## src/rtl/bus_driver_lectura_if.sv

```systemverilog
// bus_driver_lectura_if: load address, peripheral read ports and registered return data
interface bus_driver_lectura_if #(parameter int DATA_W = 32);
    logic [DATA_W-1:0] address_i;
    logic [DATA_W-1:0] out_ram_i;
    logic [DATA_W-1:0] out_teclado_i;
    logic [DATA_W-1:0] out_switch_i;
    logic [DATA_W-1:0] out_uart_i;
    logic [DATA_W-1:0] out_timer_i;
    logic [DATA_W-1:0] out_spi_i;
    logic [DATA_W-1:0] d_o;
    logic              addr_err_o;
    modport master (
        output address_i, out_ram_i, out_teclado_i, out_switch_i,
        output out_uart_i, out_timer_i, out_spi_i,
        input  d_o, addr_err_o
    );
    modport slave (
        input  address_i, out_ram_i, out_teclado_i, out_switch_i,
        input  out_uart_i, out_timer_i, out_spi_i,
        output d_o, addr_err_o
    );
endinterface

```

## src/rtl/bus_driver_lectura.sv

```systemverilog
// bus_driver_lectura: decodes the load address and registers the selected peripheral word
module bus_driver_lectura #(
    parameter int DATA_W = 32
) (
    input logic                 clk_i,
    input logic                 rst_i,
    bus_driver_lectura_if.slave bus
);
    logic              sel_ram, sel_kbd, sel_sw, sel_tmr, sel_uart, sel_spi, unmapped;
    logic [DATA_W-1:0] mux;
    logic              unused_low;

    assign unused_low = ^bus.address_i[1:0];

    // Word-granular decode; the regions are disjoint so priority order is irrelevant.
    always_comb begin
        sel_ram  = bus.address_i[31:12] == 20'h00001;
        sel_kbd  = bus.address_i[31:2] == 30'(32'h2000 >> 2);
        sel_sw   = bus.address_i[31:2] == 30'(32'h2004 >> 2);
        sel_tmr  = bus.address_i[31:4] == 28'h0000201;
        sel_uart = bus.address_i[31:4] == 28'h0000202;
        sel_spi  = bus.address_i[31:9] == 23'h11;
        unmapped = !(sel_ram || sel_kbd || sel_sw || sel_tmr || sel_uart || sel_spi);
        mux = sel_ram  ? bus.out_ram_i     :
              sel_kbd  ? bus.out_teclado_i :
              sel_sw   ? bus.out_switch_i  :
              sel_tmr  ? bus.out_timer_i   :
              sel_uart ? bus.out_uart_i    :
              sel_spi  ? bus.out_spi_i     : '0;
    end

    always_ff @(posedge clk_i or posedge rst_i) begin
        if (rst_i) begin
            bus.d_o        <= '0;
            bus.addr_err_o <= 1'b0;
        end else begin
            bus.d_o        <= mux;
            bus.addr_err_o <= unmapped;
        end
    end
endmodule

```

## src/flat_wrapper.sv

```systemverilog
// flat-port wrapper written by rule: the top's interface ports become plain ports
module bus_driver_lectura_flat 
#(
    parameter int DATA_W = 32
)
  (clk_i, rst_i, bus_address_i, bus_out_ram_i, bus_out_teclado_i, bus_out_switch_i, bus_out_uart_i, bus_out_timer_i, bus_out_spi_i, bus_d_o, bus_addr_err_o);
  bus_driver_lectura_if #(.DATA_W(DATA_W)) bus_i ();
  input logic clk_i;
  input logic rst_i;
  input wire logic [$bits(bus_i.address_i)-1:0] bus_address_i;
  input wire logic [$bits(bus_i.out_ram_i)-1:0] bus_out_ram_i;
  input wire logic [$bits(bus_i.out_teclado_i)-1:0] bus_out_teclado_i;
  input wire logic [$bits(bus_i.out_switch_i)-1:0] bus_out_switch_i;
  input wire logic [$bits(bus_i.out_uart_i)-1:0] bus_out_uart_i;
  input wire logic [$bits(bus_i.out_timer_i)-1:0] bus_out_timer_i;
  input wire logic [$bits(bus_i.out_spi_i)-1:0] bus_out_spi_i;
  output wire logic [$bits(bus_i.d_o)-1:0] bus_d_o;
  output wire logic [$bits(bus_i.addr_err_o)-1:0] bus_addr_err_o;
  assign bus_i.address_i = bus_address_i;
  assign bus_i.out_ram_i = bus_out_ram_i;
  assign bus_i.out_teclado_i = bus_out_teclado_i;
  assign bus_i.out_switch_i = bus_out_switch_i;
  assign bus_i.out_uart_i = bus_out_uart_i;
  assign bus_i.out_timer_i = bus_out_timer_i;
  assign bus_i.out_spi_i = bus_out_spi_i;
  assign bus_d_o = bus_i.d_o;
  assign bus_addr_err_o = bus_i.addr_err_o;
  bus_driver_lectura #(.DATA_W(DATA_W)) u_core (.clk_i(clk_i), .rst_i(rst_i), .bus(bus_i));
endmodule
```

## config.mk

```make
export PLATFORM = sky130hd
export DESIGN_NAME = bus_driver_lectura_flat
export DESIGN_NICKNAME = d
export VERILOG_FILES = /design/src/rtl/bus_driver_lectura_if.sv /design/src/rtl/bus_driver_lectura.sv /design/src/flat_wrapper.sv
export SDC_FILE = /design/constraint.sdc
export NUM_CORES = 1
export LEC_CHECK = 0
export ABC_CLOCK_PERIOD_IN_PS = 900
export CAP_MARGIN = 10
export CORE_MARGIN = 5
export CORE_UTILIZATION = 27
export DETAILED_ROUTE_END_ITERATION = 7
export PLACE_DENSITY = 0.79
export SYNTH_ARGS = -nofsm -noshare
export SYNTH_HDL_FRONTEND = slang
export SYNTH_SLANG_ARGS = --single-unit
```

## constraint.sdc

```tcl
create_clock -name clk_i -period 0.9 [get_ports clk_i]
set_clock_uncertainty 0.15 [all_clocks]
set_input_delay 0.135 -clock clk_i [delete_from_list [all_inputs] [get_ports clk_i]]
set_output_delay 0.135 -clock clk_i [all_outputs]
set_load 0.01 [all_outputs]
```

======== Yosys cells after proc, flatten, opt, wreduce, memory -nomap -nowiden ========
Cells that the tools add are included.
word-level totals
  register bits after elaboration ......... 33
  input bits .............................. 226
  output and inout port bits .............. 33
  logic and storage cells ................. 20
operators by class
  equality and inequality tests ........... 6
  mux-type cells .......................... 6
  reduce and logical (&&, ||, !) cells .... 6
operator list
  kind                  number
  $mux 32               6
  $eq 30x12->1 const B  2
  $eq 28x10->1 const B  2
  $eq 23x5->1 const B   1
  $eq 20x1->1 const B   1
  $logic_or 1x1->1      5
  $logic_not 1->1       1

======== Logic depth before layout (Yosys ltp) ========
Gate-level depths: netlist (run 1).
  depth after elaboration ................. 7
  depth in mapped cells ................... 7

======== Worst setup path before layout (run 1) ========
No wires, ideal clock.
  path kind ............................... input to register
  from .................................... in bus_address_i[17]
  to ...................................... reg u_core.bus.d_o[12]
  data arrival time ....................... 1,572 ps
  data required time ...................... 660 ps
  setup slack ............................. -912 ps
  cell stages on the path ................. 6
  buffers on the path ..................... 1
  cell sequence ........................... or4_4 > or3_4 > nor3_4 > buf_6 > nand2_1 > o221ai_1
on the way
  longest elaborated chain between the ends .. 7
RTL lines
  item                      RTL line                     RTL
  start: declaration        flat_wrapper.sv:10           input wire logic [$bits(bus_i.address_i)-1:0] bus_address_i;
  $eq 23x5->1               bus_driver_lectura.sv:22     sel_spi = bus.address_i[31:9] == 23'h11;
  $mux 32                   bus_driver_lectura.sv:29     sel_spi ? bus.out_spi_i : '0;
  $mux 32                   bus_driver_lectura.sv:28     sel_uart ? bus.out_uart_i :
  $mux 32                   bus_driver_lectura.sv:27     sel_tmr ? bus.out_timer_i :
  $mux 32                   bus_driver_lectura.sv:26     sel_sw ? bus.out_switch_i :
  $mux 32                   bus_driver_lectura.sv:25     sel_kbd ? bus.out_teclado_i :
  $mux 32 (*)               bus_driver_lectura.sv:24     mux = sel_ram ? bus.out_ram_i :
  named net u_core.mux[12]  bus_driver_lectura.sv:10     logic [DATA_W-1:0] mux;
  end signal: assignment    bus_driver_lectura.sv:37     bus.d_o <= mux;
  end: declaration          bus_driver_lectura_if.sv:20  output d_o, addr_err_o
The timed path passes the listed nets; every way through them passes the cells marked *.

======== Final worst setup path (run 1) ========
  from .................................... in bus_address_i[17]
  to ...................................... reg u_core.bus.d_o[19]
The elaborated chain is that of the path after synthesis.

==> flow_summary.yaml, run 1 <==
timing:
  setup_ws_ns: -0.8616
  hold_viol_final: 0
  fin_crit_sh: 1.957
  max_freq_mhz: 567.7
  final.min_clock_period_ns: 1.762
  rsz0062_at_grt: "true"
  maxSlewViolCount: 0
  relSlewSlack: 0.6376
  max_slew.worst_pin.slew_ns: 0.5436
  finalSetupViolCount: 66
global_routing:
  antenna_found_initial: 1
  grt_pass1_vias: 4289
  grt_start_max_net_pins: 24
  gr-total-overflow: 0
  track_usage: 0.2658
  grt_first_pass_wirelength_mm: 23.35
power_and_ir_drop:
  switchingPower_mw: 1.106
  power.density_mw_per_mm2: 724.3
  p_int_mw: 3.309
  switching_share: 0.2505
  power_mw: 4.415
  comb_power_share: 0.379
  leakage_nw: 2.558
  power_frac_seq: 0.336
  power_frac_clock: 0.286
  max-vdd-ir-drop_mv: 0.5353
detailed_routing:
  drt.antenna.violating_nets: 0
  first_pass_iters: 6
  routed_wl_mm: 15.68
  vias: 3992
  viasPerCell: 5.560
  drt_iter0_drc: 329
  route.detailed.drc: 0
  wl_per_cell_um: 21.84
clock_network:
  clk_pin_slew_worst_paths_ns: 0.08
  cts_max_level: 2
  ctsHoldBuffers: 0
  numCtsBuffers: 5
  cts_tree: "done"
  cts-root-buf: "clkbuf_8"
  clock_sinks: 33
  clockBufferDepth: 2
die:
  ios: 259
  dieArea_sq_mm: 0.01129
  core_sq_mm: 0.009153
  die_y_um: 106.2
  rows: 35
  start_util: 0.2733
  die_w_um: 106.2
logic_synthesis:
  synth_warnings: 0
  synth-async-reset-ratio: 1.000
  synth_cell_types: 37
  synth_seq_cells: 33
  synth_area_sq_mm: 0.002501
  synthesis.nets: 527
  seq_area_frac_synth: 0.3302
  avgSynthCellArea_sq_um: 8.309
  synthFlopType: "dfrtp_1"
  synth-edff-count: 0
  syn-instance-count: 301
place:
  place_inst: 688
  hpwlAfterDp_mm: 11.45
  gp_congestion: 0.8792
  io_buffers: 256
  post_dp_cell_area_sq_mm: 0.005554
layout:
  nFillCells: 767
  drive_gt1_frac: 0.2855
  areaGrowthSynthToFinish_pct: 143.7
  nNetsFinal: 831
  multi_input_area_sq_mm: 0.001749
  fin_area_sq_mm: 0.006096
  regArea_sq_um: 825.8
  final_cell_count_no_fill: 718
worst_setup_path:
  cp.depth: 9
  cp_num_buf_inv: 4
  cp_slowest_cell: "or4_4"
  cp.required_ns: 0.95
  critPathCapture: "u_core.bus.d_o[19]$_DFF_PP0_"
  critPathTopFamily: "simple AND/OR/NAND/NOR gates"
  slowest_delay_ns: 0.53
  cp_max_fo: 5
  worstSetupPathType: "in2reg"
  worst_setup_path_start_kind: "primary input"
  arrival_ns: 1.81
  startpoint: "bus_address_i[17]"
  endpoint_kind: "flop"
  crit_top_cell: "buf_6"
  cp_cell_sequence: "buf_6, or4_4, or3_4, nor3_4, buf_6, buf_6, buf_12, nand2_2, o221ai_2"
run_status:
  failed_checks: "negative setup slack"
  status: "finished, violations left"
worst_hold_path:
  min_path_type: "in2async"
job:
  cap_violations: 0
## synth_stat cells (2+ instances only)
cell type	number	area, sq um
nand2b_1	3	18.77
a32o_1	3	30.03
buf_2	4	20.02
nor2b_1	2	12.51
or4_1	2	15.01
clkbuf_1	21	78.83
a21oi_1	24	120.1
o21ai_1	19	95.09
a222oi_1	24	240.2
o21ai_0	25	125.1
nand2_1	50	187.7
o221ai_1	14	122.6
a221o_1	17	170.2
nand3_1	2	10.01
a32oi_1	7	61.31
buf_6	5	56.30
a32o_2	4	45.04
dfrtp_1	33	825.8
nor4_1	5	31.28
nor2_1	18	67.56
and2_1	2	12.51
inv_1	2	7.510
## sequential cells by signal, summed over array words and instances (netlist names)
signal                 cells
u_core.bus.addr_err_o      1
u_core.bus.d_o            32
## layer usage
metal | part of all wire | routed length [um] | vias to the layer above | global-route usage
met5 | 0 | 0 | - | 0
met4 | 0.025 | 393 | 0 | 0.08881
met3 | 0.10 | 1616 | 27 | 0.07165
met2 | 0.52 | 8139 | 260 | 0.5018
met1 | 0.35 | 5531 | 1884 | 0.2827
li1 | - | - | 1821 | -
## through the flow
stage / TNS, ns / utilization / hold WS [ns] / worst slack, ns
2_1_floorplan: -29.43 / - / -0.08040 / -0.9124
4_1_cts: -33.49 / 0.6662 / 0.09194 / -0.9208
6_report: -32.21 / 0.6660 / 0.09481 / -0.8616
3_3_place_gp: -50.85 / 0.6068 / 0.3925 / -1.356
3_5_place_dp: -51.97 / 0.6068 / 0.3850 / -1.391
5_1_grt: -34.65 / 0.6660 / 0.1044 / -0.8974
## how the worst min path moves through the flow
stage / startpoint / endpoint / slack, ns
floorplan: rst_i / u_core.bus.addr_err_o$_DFF_PP0_ / -0.08
global placement: rst_i / u_core.bus.d_o[7]$_DFF_PP0_ / 0.39
finish: rst_i / u_core.bus.d_o[21]$_DFF_PP0_ / 0.09
detailed placement: rst_i / u_core.bus.d_o[7]$_DFF_PP0_ / 0.39
CTS: rst_i / u_core.bus.d_o[21]$_DFF_PP0_ / 0.09
global route: rst_i / u_core.bus.d_o[21]$_DFF_PP0_ / 0.10
## layout make-up
class | instances | area share
well taps | 111 | 0.02278
clock inverters | 1 | 0.0008210
clock buffers | 7 | 0.01580
inverters | 2 | 0.001847
multi-input cells | 235 | 0.2869
diodes | 1 | 0.0004105
flip-flops and latches | 33 | 0.1355
repair buffers | 328 | 0.5359
## power by group through the flow
stage / clock network, mW / registers, mW / logic, mW
2_1_floorplan: 0 / 1.51 / 0.357
3_3_place_gp: 0 / 1.51 / 1.59
3_5_place_dp: 0 / 1.51 / 1.60
4_1_cts: 1.30 / 1.48 / 1.64
5_1_grt: 1.36 / 1.48 / 1.77
6_report: 1.26 / 1.48 / 1.67
## cell usage in the layout (no fill, tap or decap), types with 12 or more instances in the layout
cell               n
dlygate4sd2_1     14
clkdlybuf4s50_1  201
buf_2             23
a21oi_1           22
buf_4             41
dfrtp_1           33
nand2_1           37
buf_6             28
o21ai_1           29
a222oi_1          24
buf_12            12
nor2_1            18
a221o_1           17
## worst min-delay path: stages
cell	delay, ns
clkdlybuf4s50_1	0.44
clkinvlp_4	0.13
buf_12	0.15
## kinds of logic (layout without fill, tap and decap cells)
group | Yosys count | in the layout | synth area share
simple gates | 94 | 94 | 0.1841
other cells | 0 | 1 | 0
compound gates | 140 | 140 | 0.4137
flops | 33 | 33 | 0.3302
buf+inv | 33 | 338 | 0.06804
mux | 1 | 1 | 0.004002
## what timing repair did
action | CTS | global route
setup endpoints to repair | 66 | 66
pin swaps | 18 | 16
endpoints found under the hold margin | 0 | 0
gates cloned | 7 | 1
gates resized for setup | 240 | 42
setup buffers | 18 | 4
No activity file was read; power rests on OpenSTA's default activity.
==> run 2, diff against run 1 <==
Settings changed: SLEW_MARGIN from default to 10.
==> results of run 2 <==
The final DEF is identical to that of run 1; final timing and power are the same.
==> run 3, diff against run 2 <==
Settings changed: CTS_CLUSTER_SIZE from default to 8, TNS_END_PERCENT from default to 30.
==> run 3 against run 2 <==
Against the previous run:
- the flow still finishes with violations (negative setup slack)
- design area grew 1.4%
- global-route usage grew 0.84 points
- non-clock buffer count is the same
- routed wire length grew 3.6%
- sequential power is essentially flat
- sequential share of layout area shrank 0.19 points
- largest power group unchanged
- highest routed layer unchanged
==> flow_summary.yaml, run 3 (synthesis gave the netlist of run 1 again) <==
timing:
  maxSlewViolCount: 0
  rsz0062_at_grt: "true"
  relSlewSlack: 0.6698
  fin_crit_sh: 1.968
  setup_ws_ns: -0.8712
  finalSetupViolCount: 66
  setup_tns_ns: -32.85
  hold_viol_final: 0
  final.min_clock_period_ns: 1.771
  max_slew.worst_pin.slew_ns: 0.4954
  max_freq_mhz: 564.6
  hold_slack_ns: 0.08751
global_routing:
  track_usage: 0.2742
  gr-total-overflow: 0
  grt_first_pass_wirelength_mm: 23.98
  antenna_found_initial: 0
  grt_pass1_vias: 4309
  grt_start_max_net_pins: 26
worst_setup_path:
  arrival_ns: 1.82
  cp.required_ns: 0.95
  cp_slowest_cell: "or4_4"
  cp_cell_sequence: "buf_6, or4_4, buf_6, nor4_4, and2_4, buf_8, o21ai_0, o21ai_1"
  startpoint: "bus_address_i[19]"
  slowest_delay_ns: 0.53
  worstSetupPathType: "in2reg"
  endpoint_kind: "flop"
  worst_setup_path_start_kind: "primary input"
  critPathCapture: "u_core.bus.d_o[24]$_DFF_PP0_"
  cp_max_fo: 7
  crit_top_cell: "buf_6"
die:
  die_w_um: 106.2
  die_y_um: 106.2
  ios: 259
  start_util: 0.2733
  dieArea_sq_mm: 0.01129
  rows: 35
  core_sq_mm: 0.009153
layout:
  fin_area_sq_mm: 0.006182
  areaGrowthSynthToFinish_pct: 147.2
  final_common_cell: "clkdlybuf4s50_1"
  largest_register_ffs: 32
  regMostFlops: "u_core.bus.d_o"
  mostFrequentLayoutCells: "clkdlybuf4s50_1 (202), buf_4 (44), dfrtp_1 (33)"
  reg_top3: "u_core.bus.d_o: 32 flops, u_core.bus.addr_err_o: 1 flops"
  diodes: 0
  drive_gt1_frac: 0.3091
  nNetsFinal: 831
power_and_ir_drop:
  power.density_mw_per_mm2: 707.6
  leakage_nw: 2.590
  power_mw: 4.375
  max-vdd-ir-drop_mv: 0.5609
run_status:
  failed_checks: "negative setup slack"
  status: "finished, violations left"
detailed_routing:
  vias: 4087
  viasPerCell: 5.708
  route.detailed.drc: 0
  drt_iter0_drc: 362
  wl_per_cell_um: 22.68
  routed_wl_mm: 16.24
  drt.antenna.violating_nets: 0
  first_pass_iters: 5
clock_network:
  ctsHoldBuffers: 0
  cts_max_level: 2
  cts_tree: "done"
  clock_sinks: 33
  clk_pin_slew_worst_paths_ns: 0.08
  cts-root-buf: "clkbuf_8"
  numCtsBuffers: 5
  clockBufferDepth: 2
place:
  gp_congestion: 0.8505
  io_buffers: 256
  post_dp_cell_area_sq_mm: 0.005510
  hpwlAfterDp_mm: 11.56
job:
  cap_violations: 0
worst_hold_path:
  min_path_type: "in2async"
==> run 3: cell count changes in the layout (fill, tap and decap cells not counted), sizes merged <==
cell           previous run  this run
diode                     1         0
clkdlybuf4s15             4         5
clkdlybuf4s50           201       202
inv                       1         2
clkinvlp                  1         0
buf                     109       107
clkbuf                    7         8
clkinv                    1         0
dlygate4sd2              14        13
==> run 3: timing repair <==
item,in CTS,in global routing
pin swaps,38,21
buffers inserted,14,5
endpoints found under the setup margin,66,66
cloned,7,1
hold endpoints to repair,0,0
resized for setup,271,27
==> run 3: critical path, delay by kind of cell <==
family / cells / cell delay [ns]
compound gates: 2 / 0.27
buf+inv: 3 / 0.38
simple gates: 3 / 1.03
==> run 3: layout make-up <==
type | instances | area [sq um]
inverter | 2 | 7.507
timing repair buffer | 328 | 3312
fill | 703 | 2970
clock buffer | 7 | 86.33
tap | 111 | 138.9
multi-input combinational | 235 | 1812
sequential | 33 | 825.8
==> run 3: worst min-delay path by stage <==
stage | from | slack (ns) | depth (start not counted) | endpoint
2_1_floorplan | rst_i | 0.11 | 1 | u_core.bus.addr_err_o$_DFF_PP0_
3_3_place_gp | rst_i | 0.39 | 3 | u_core.bus.d_o[19]$_DFF_PP0_
3_5_place_dp | rst_i | 0.39 | 3 | u_core.bus.d_o[19]$_DFF_PP0_
4_1_cts | rst_i | 0.08 | 3 | u_core.bus.d_o[5]$_DFF_PP0_
5_1_grt | rst_i | 0.1 | 3 | u_core.bus.d_o[17]$_DFF_PP0_
6_report | rst_i | 0.09 | 3 | u_core.bus.d_o[17]$_DFF_PP0_
==> run 3: per-stage QoR <==
| stage | std cells | setup slack [ns] | util |
|---|---|---|---|
| 2_1_floorplan | 301 | -0.9124 | - |
| 3_3_place_gp | 686 | -1.378 | 0.6021 |
| 3_5_place_dp | 686 | -1.426 | 0.6021 |
| 4_1_cts | 714 | -0.8159 | 0.6636 |
| 5_1_grt | 716 | -0.9283 | 0.6755 |
| 6_report | 716 | -0.8712 | 0.6755 |
==> run 3: report_power, final <==
part	leakage (nW)	internal (mW)	switching [mW]
Combinational	2.09	1.14	0.560
Sequential	0.456	1.48	0.000000623
Clock	0.0443	0.608	0.588
Total	2.59	3.23	1.15
==> run 3: metal layers <==
layer | up-vias | wire [um] | track usage
met3 | 31 | 1518 | 0.07347
met1 | 1956 | 5864 | 0.3050
met2 | 275 | 8474 | 0.5090
met5 | - | 0 | 0
met4 | 0 | 384 | 0.07678
li1 | 1825 | - | -
==> RTL change 1 (settings of run 1) <==
`DATA_W` is set to 32 in 3 places; all go to 40.
--- a/src/rtl/bus_driver_lectura_if.sv
+++ b/src/rtl/bus_driver_lectura_if.sv
@@ -1,5 +1,5 @@
 // bus_driver_lectura_if: load address, peripheral read ports and registered return data
-interface bus_driver_lectura_if #(parameter int DATA_W = 32);
+interface bus_driver_lectura_if #(parameter int DATA_W = 40);
     logic [DATA_W-1:0] address_i;
     logic [DATA_W-1:0] out_ram_i;
     logic [DATA_W-1:0] out_teclado_i;
--- a/src/rtl/bus_driver_lectura.sv
+++ b/src/rtl/bus_driver_lectura.sv
@@ -1,6 +1,6 @@
 // bus_driver_lectura: decodes the load address and registers the selected peripheral word
 module bus_driver_lectura #(
-    parameter int DATA_W = 32
+    parameter int DATA_W = 40
 ) (
     input logic                 clk_i,
     input logic                 rst_i,
--- a/src/flat_wrapper.sv
+++ b/src/flat_wrapper.sv
@@ -1,7 +1,7 @@
 // flat-port wrapper written by rule: the top's interface ports become plain ports
 module bus_driver_lectura_flat 
 #(
-    parameter int DATA_W = 32
+    parameter int DATA_W = 40
 )
   (clk_i, rst_i, bus_address_i, bus_out_ram_i, bus_out_teclado_i, bus_out_switch_i, bus_out_uart_i, bus_out_timer_i, bus_out_spi_i, bus_d_o, bus_addr_err_o);
   bus_driver_lectura_if #(.DATA_W(DATA_W)) bus_i ();
Ports: changed (8 resized); port bits go from 259 to 323. The function was not compared with the original's and may differ.
==> RTL change 1 against run 1 <==
- the flow still finishes with violations (negative setup slack)
- critical path type unchanged
- setup slack improved by 0.047 ns
- count of clock-buffer cells in the layout did not move
- hold slack got worse by 0.0099 ns
- sequential cell count rose by 8
- final area rose by 23%
- wire length rose by 25%
- synthesized area rose by 20%
- total power rose by 18%
- largest cell class unchanged
==> RTL change 1: results (changes against run 1) <==
** Final layout
- In the final layout, the registers with the most flip-flops are u_core.bus.d_o x40, u_core.bus.addr_err_o x1.
- Antenna Diode Count :: 0 (-1)
- The number of multi-input combinational cells in the layout came to 262 (+11%).
- Non-clock buffer area fraction after layout :: 52.98% (-0.62 points)
- The ratio of cells with drive above 1 in the final layout came to 31.32% (+2.8 points).
- The share of final layout cell area taken by clock buffers and inverters is 1.546% (-0.12 points).
- The multi-input logic portion of the cell area is 28.27% (-0.42 points).
- The layout filler cell count is 810 (+5.6%).
- Non-clock buffer count in the final layout :: 393 (+20%)
- The sequential fraction of total cell area is 13.63% (+0.083 points).
- The area of combinational cells with multiple inputs came to 0.002128 sq mm (+22%).

** GRT
- First-pass GRT wire length :: 27740 microns (+19%)
- The number of global-route vias before repair is 5106 (+19%).
- Pin count of the biggest net entering global routing :: 30 (+25%)
- The initial antenna violation count was 0 (-1).
- The global-route usage over all layers came to 27.04% (+0.47 points).

** Synthesis
- Synthesized-area fraction occupied by ao, oa, aoi and oai cells :: 42.18% (+0.81 points)
- The proportion of synthesized chip area in sequential cells is 34.31% (+1.3 points).
- Synthesized netlist net count :: 640 (+21%)
- Multiplexer area fraction after synthesis :: 0% (-0.40 points)
- In the synthesized netlist, the cells that appear most often are 60 x sky130_fd_sc_hd__a21oi_1, 41 x sky130_fd_sc_hd__dfrtp_1, 34 x sky130_fd_sc_hd__nor2_1.
- Distinct cell type count after synthesis :: 43 (+16%)
- Top area cells in the synthesized netlist :: sky130_fd_sc_hd__dfrtp_1 34%, sky130_fd_sc_hd__a21oi_1 10%, sky130_fd_sc_hd__a222oi_1 8.0%
- Leading cell type by number of instances after synthesis :: sky130_fd_sc_hd__a21oi_1

** Worst setup path
- CP Capture Point :: u_core.bus.d_o[22]$_DFF_PP0_
- Launch point of the critical path :: bus_address_i[5]
- Delay contributed by the slowest stage of the critical path :: 0.42 ns (-0.11 ns)
- The maximum fanout encountered on the critical timing path was 6 (+1).
- The largest individual stage delay along the critical path comes from the cell sky130_fd_sc_hd__a222oi_1.

** Placement
- Last weighted congestion value of the routability-driven placer :: 0.9434 (+7.3%)
- Buffers on Ports :: 312 (+22%)
- Detailed Place HPWL :: 13870 microns (+21%)
- Cell area after placement :: 0.006645 sq mm (+20%)

** STA
- The final worst slack is -0.8142 ns (+0.04739 ns).
- The total negative setup slack is -38.28 ns (-6.073 ns).
- The setup violation total in the final timing report is 82 (+24%).

** Routing
- The initial DRC count was 538 (+64%).
- The average routed wire per standard cell is 22.58 microns (+3.4%).
- Vias per std cell :: 5.626 (+1.2%)

** Power
- Peak supply drop :: 632.1 uV (+18%)
- The net switching power figure was 1.250 mW (+13%).
- Power in combinational cells :: 1.83 mW (+9.6%)
- Power Sequential :: 1.84 mW (+24%)
- The clock-net power came to 1.56 mW (+24%).

** Outcome
- Status :: finished with violations
- Failing checks :: negative setup slack

** CTS
- The number of setup buffers added after CTS was 26 (+8).
- # resized after CTS :: 380 (+58%)
RTL change 1: changes by cell type after synthesis, sizes merged, moves of 15 or more:
cell / change
inv: +22
o22ai: +16
a221o: -15
nor2: +16
a21oi: +36
o21ai: -33
o31ai: +22
a22oi: +25
nand2: -39
RTL change 1: metrics by stage:
stage | instances | setup WS (ns) | hold WS [ns]
6_report | 868 | -0.8142 | 0.08495
5_1_grt | 868 | -0.8625 | 0.09639
4_1_cts | 864 | -0.7596 | 0.08353
3_5_place_dp | 822 | -1.404 | 0.4002
3_3_place_gp | 822 | -1.342 | 0.4023
2_1_floorplan | 358 | -0.7956 | -0.02983
RTL change 1: cell families (layout without fill, tap and decap cells):
group	count (synthesis)	after routing
buf+inv	59	425
flops	41	41
simple gates	75	79
compound gates	183	183
RTL change 1: layer usage:
layer	part of all wire [%]	GRT usage, %
met1	34	29.29
met2	53	52.24
met3	10	5.579
met4	2.7	8.138
met5	0	0
==> RTL change 2 (flow settings as in run 1) <==
Without the edit above. Reset style: synchronous (`rst_i`), changed in one clocked block.
--- a/src/rtl/bus_driver_lectura.sv
+++ b/src/rtl/bus_driver_lectura.sv
@@ -29,7 +29,7 @@
               sel_spi  ? bus.out_spi_i     : '0;
     end
 
-    always_ff @(posedge clk_i or posedge rst_i) begin
+    always_ff @(posedge clk_i) begin
         if (rst_i) begin
             bus.d_o        <= '0;
             bus.addr_err_o <= 1'b0;
Function: differs if rst_i is asserted again (counterexample within 4 cycles, from zero or initial values and one cycle with rst_i high); with rst_i held inactive, the same outputs for 10 cycles.
==> RTL change 2 against run 1 <==
- total power is 8.3% higher
- largest power group is now clock
- largest cell class unchanged
- the run still ends with negative setup slack left
- synthesized area is 17% higher
- synthesized cell count increased by 35%
- sequential cell count unchanged
- final area rose by 13%
- highest routed layer unchanged
- wire length is 15% higher
- hold slack gained 0.038 ns
- fmax decreased by 3.6%
- setup slack got worse by 0.065 ns
==> RTL change 2: results (changes against run 1) <==
** Power
- The internal power component is 3.593 mW (+8.6%).
- Leakage power :: 2.579 nW (+0.85%)
- The worst voltage drop across the vdd grid is 604.5 uV (+13%).

** Routing
- Routed via count :: 4580 (+15%)
- Iteration-0 DRC count of the detailed router :: 358 (+8.8%)
- The average routed wire per standard cell came to 21.37 microns (-2.1%).
- DRT Pass-1 Iters :: 8 (+2)
- The average vias per placed instance was 5.433 (-2.3%).

** Final layout
- Antenna Diode Count :: 0 (-1)
- The number of nets at the end of the flow was 928 (+12%).
- The final standard cell area without fillers came to 0.006883 sq mm (+13%).
- Number of fillers in the final layout :: 911 (+19%)
- The ratio of cells with drive above 1 in the final layout was 37.13% (+8.6 points).

** GRT
- The initial antenna violation count came to 0 (-1).
- Vias in the first global route :: 4937 (+15%)
- The pin count of the biggest net entering global routing came to 32 (+33%).
- The wire length of the first global-routing pass came to 26030 microns (+11%).
- The global-route usage over all layers is 25.48% (-1.1 points).

** Synthesis
- The count of unique library cells instantiated by Yosys came to 41 (+11%).
- Fraction of synthesis flops using an asynchronous set or reset pin :: 0% (-100 points)
- The number of nets in the synthesized netlist is 632 (+20%).
- Fraction of the yosys area taken by sequential cells :: 22.52% (-11 points)
- In the synthesized netlist, the cells that appear most often are 49 x sky130_fd_sc_hd__nor2_1, 41 x sky130_fd_sc_hd__a21oi_1, 33 x sky130_fd_sc_hd__dfxtp_1.
- Synth Area per Inst :: 7.227 sq um (-13%)

** Worst setup path
- Data arrival time of the critical path :: 1.86 ns (+0.05 ns)
- Maximum fanout along the worst path :: 6 (+1)
- Launch point of the critical path :: bus_address_i[11]
- Delay contributed by the slowest stage of the critical path :: 0.62 ns (+0.09 ns)

** Hold path
- Path class of the lowest-slack min-delay path :: in2reg

** Placement
- The total instance count after detailed placement is 814 (+18%).
- Cell area after placement :: 0.005981 sq mm (+7.7%)
- The weighted congestion reported at the end of routability-driven placement came to 0.9247 (+5.2%).

** Outcome
- Failing checks :: negative setup slack
- The run finished, with violations left.

** STA
- The tightest hold margin came to 0.1331 ns (+0.03832 ns).
- The setup violation total in the final timing report is 66 (unchanged).
- Actual slew at the worst max-slew pin :: 0.3874 ns (-0.1562 ns)
- Worst-case setup margin in the final layout :: -0.9267 ns (-0.06510 ns)
RTL change 2: cell types whose count changed in the layout (fill, tap and decap cells not counted), sizes merged, moves of 13 or more:
cell,change
dfrtp,-33
dfxtp,+33
nand2,-32
nor2,+30
nand2b,+28
a22oi,+26
a222oi,-23
nand4,+20
a21oi,+17
nor4,+15
buf,+14
a221o,-13
RTL change 2: per-stage QoR:
step,setup TNS [ns],util (%),setup WS [ns]
floorplan,-29.53,-,-0.9719
global placement,-55.99,55.66,-1.545
detailed placement,-57.71,55.66,-1.615
CTS,-32.14,61.02,-0.9111
global route,-34.78,64.05,-0.9716
finish,-32.01,64.05,-0.9267
RTL change 2: area by class of cell:
type	instances	area [sq um]	area share [%]
timing repair buffer	331	3283	47.70
multi-input combinational	324	2580	37.48
sequential	33	684.4	9.944
tap	140	175.2	2.545
clock buffer	5	68.82	0.9998
clock inverter	3	65.06	0.9453
inverter	7	26.28	0.3817
RTL change 2: worst max-delay path by stage:
stage / endpoint / slack, ns / cells after the start
6_report: u_core.bus.d_o[22]$_SDFF_PP0_ / -0.93 / 8
5_1_grt: u_core.bus.d_o[22]$_SDFF_PP0_ / -0.97 / 8
4_1_cts: u_core.bus.d_o[22]$_SDFF_PP0_ / -0.91 / 8
3_5_place_dp: u_core.bus.d_o[28]$_SDFF_PP0_ / -1.61 / 7
3_3_place_gp: u_core.bus.d_o[13]$_SDFF_PP0_ / -1.54 / 7
2_1_floorplan: u_core.bus.d_o[28]$_SDFF_PP0_ / -0.97 / 7
RTL change 2: cells by family after synthesis:
group / share of synthesized area, %
muxes: 0.3838
DFF: 22.52
AOI/OAI and AO/OA: 34.11
and+or+nand+nor: 34.76
buffers and inverters: 8.230
RTL change 2: what timing repair did:
| action | CTS | global route |
|---|---|---|
| resized for setup | 334 | 70 |
| setup endpoints to repair | 66 | 66 |
| pin swaps | 20 | 14 |
| cloned | 4 | 1 |
| setup buffers | 13 | 3 |
RTL change 2: power by group through the flow:
stage	Combinational, mW	Clock (mW)	Sequential, mW
final	1.56	1.76	1.46
after detailed placement	1.47	0	1.50
after global routing	1.64	1.84	1.46
after floorplan	0.291	0	1.50
after global placement	1.46	0	1.50
after CTS	1.51	1.80	1.46
RTL change 2: routing by layer:
layer	track usage [%]	part of all wire, %	vias to the layer above
li1	-	-	2130
met5	0	0	-
met4	8.472	1.8	0
met2	45.78	52	227
met1	29.31	38	2198
met3	6.501	8.2	25
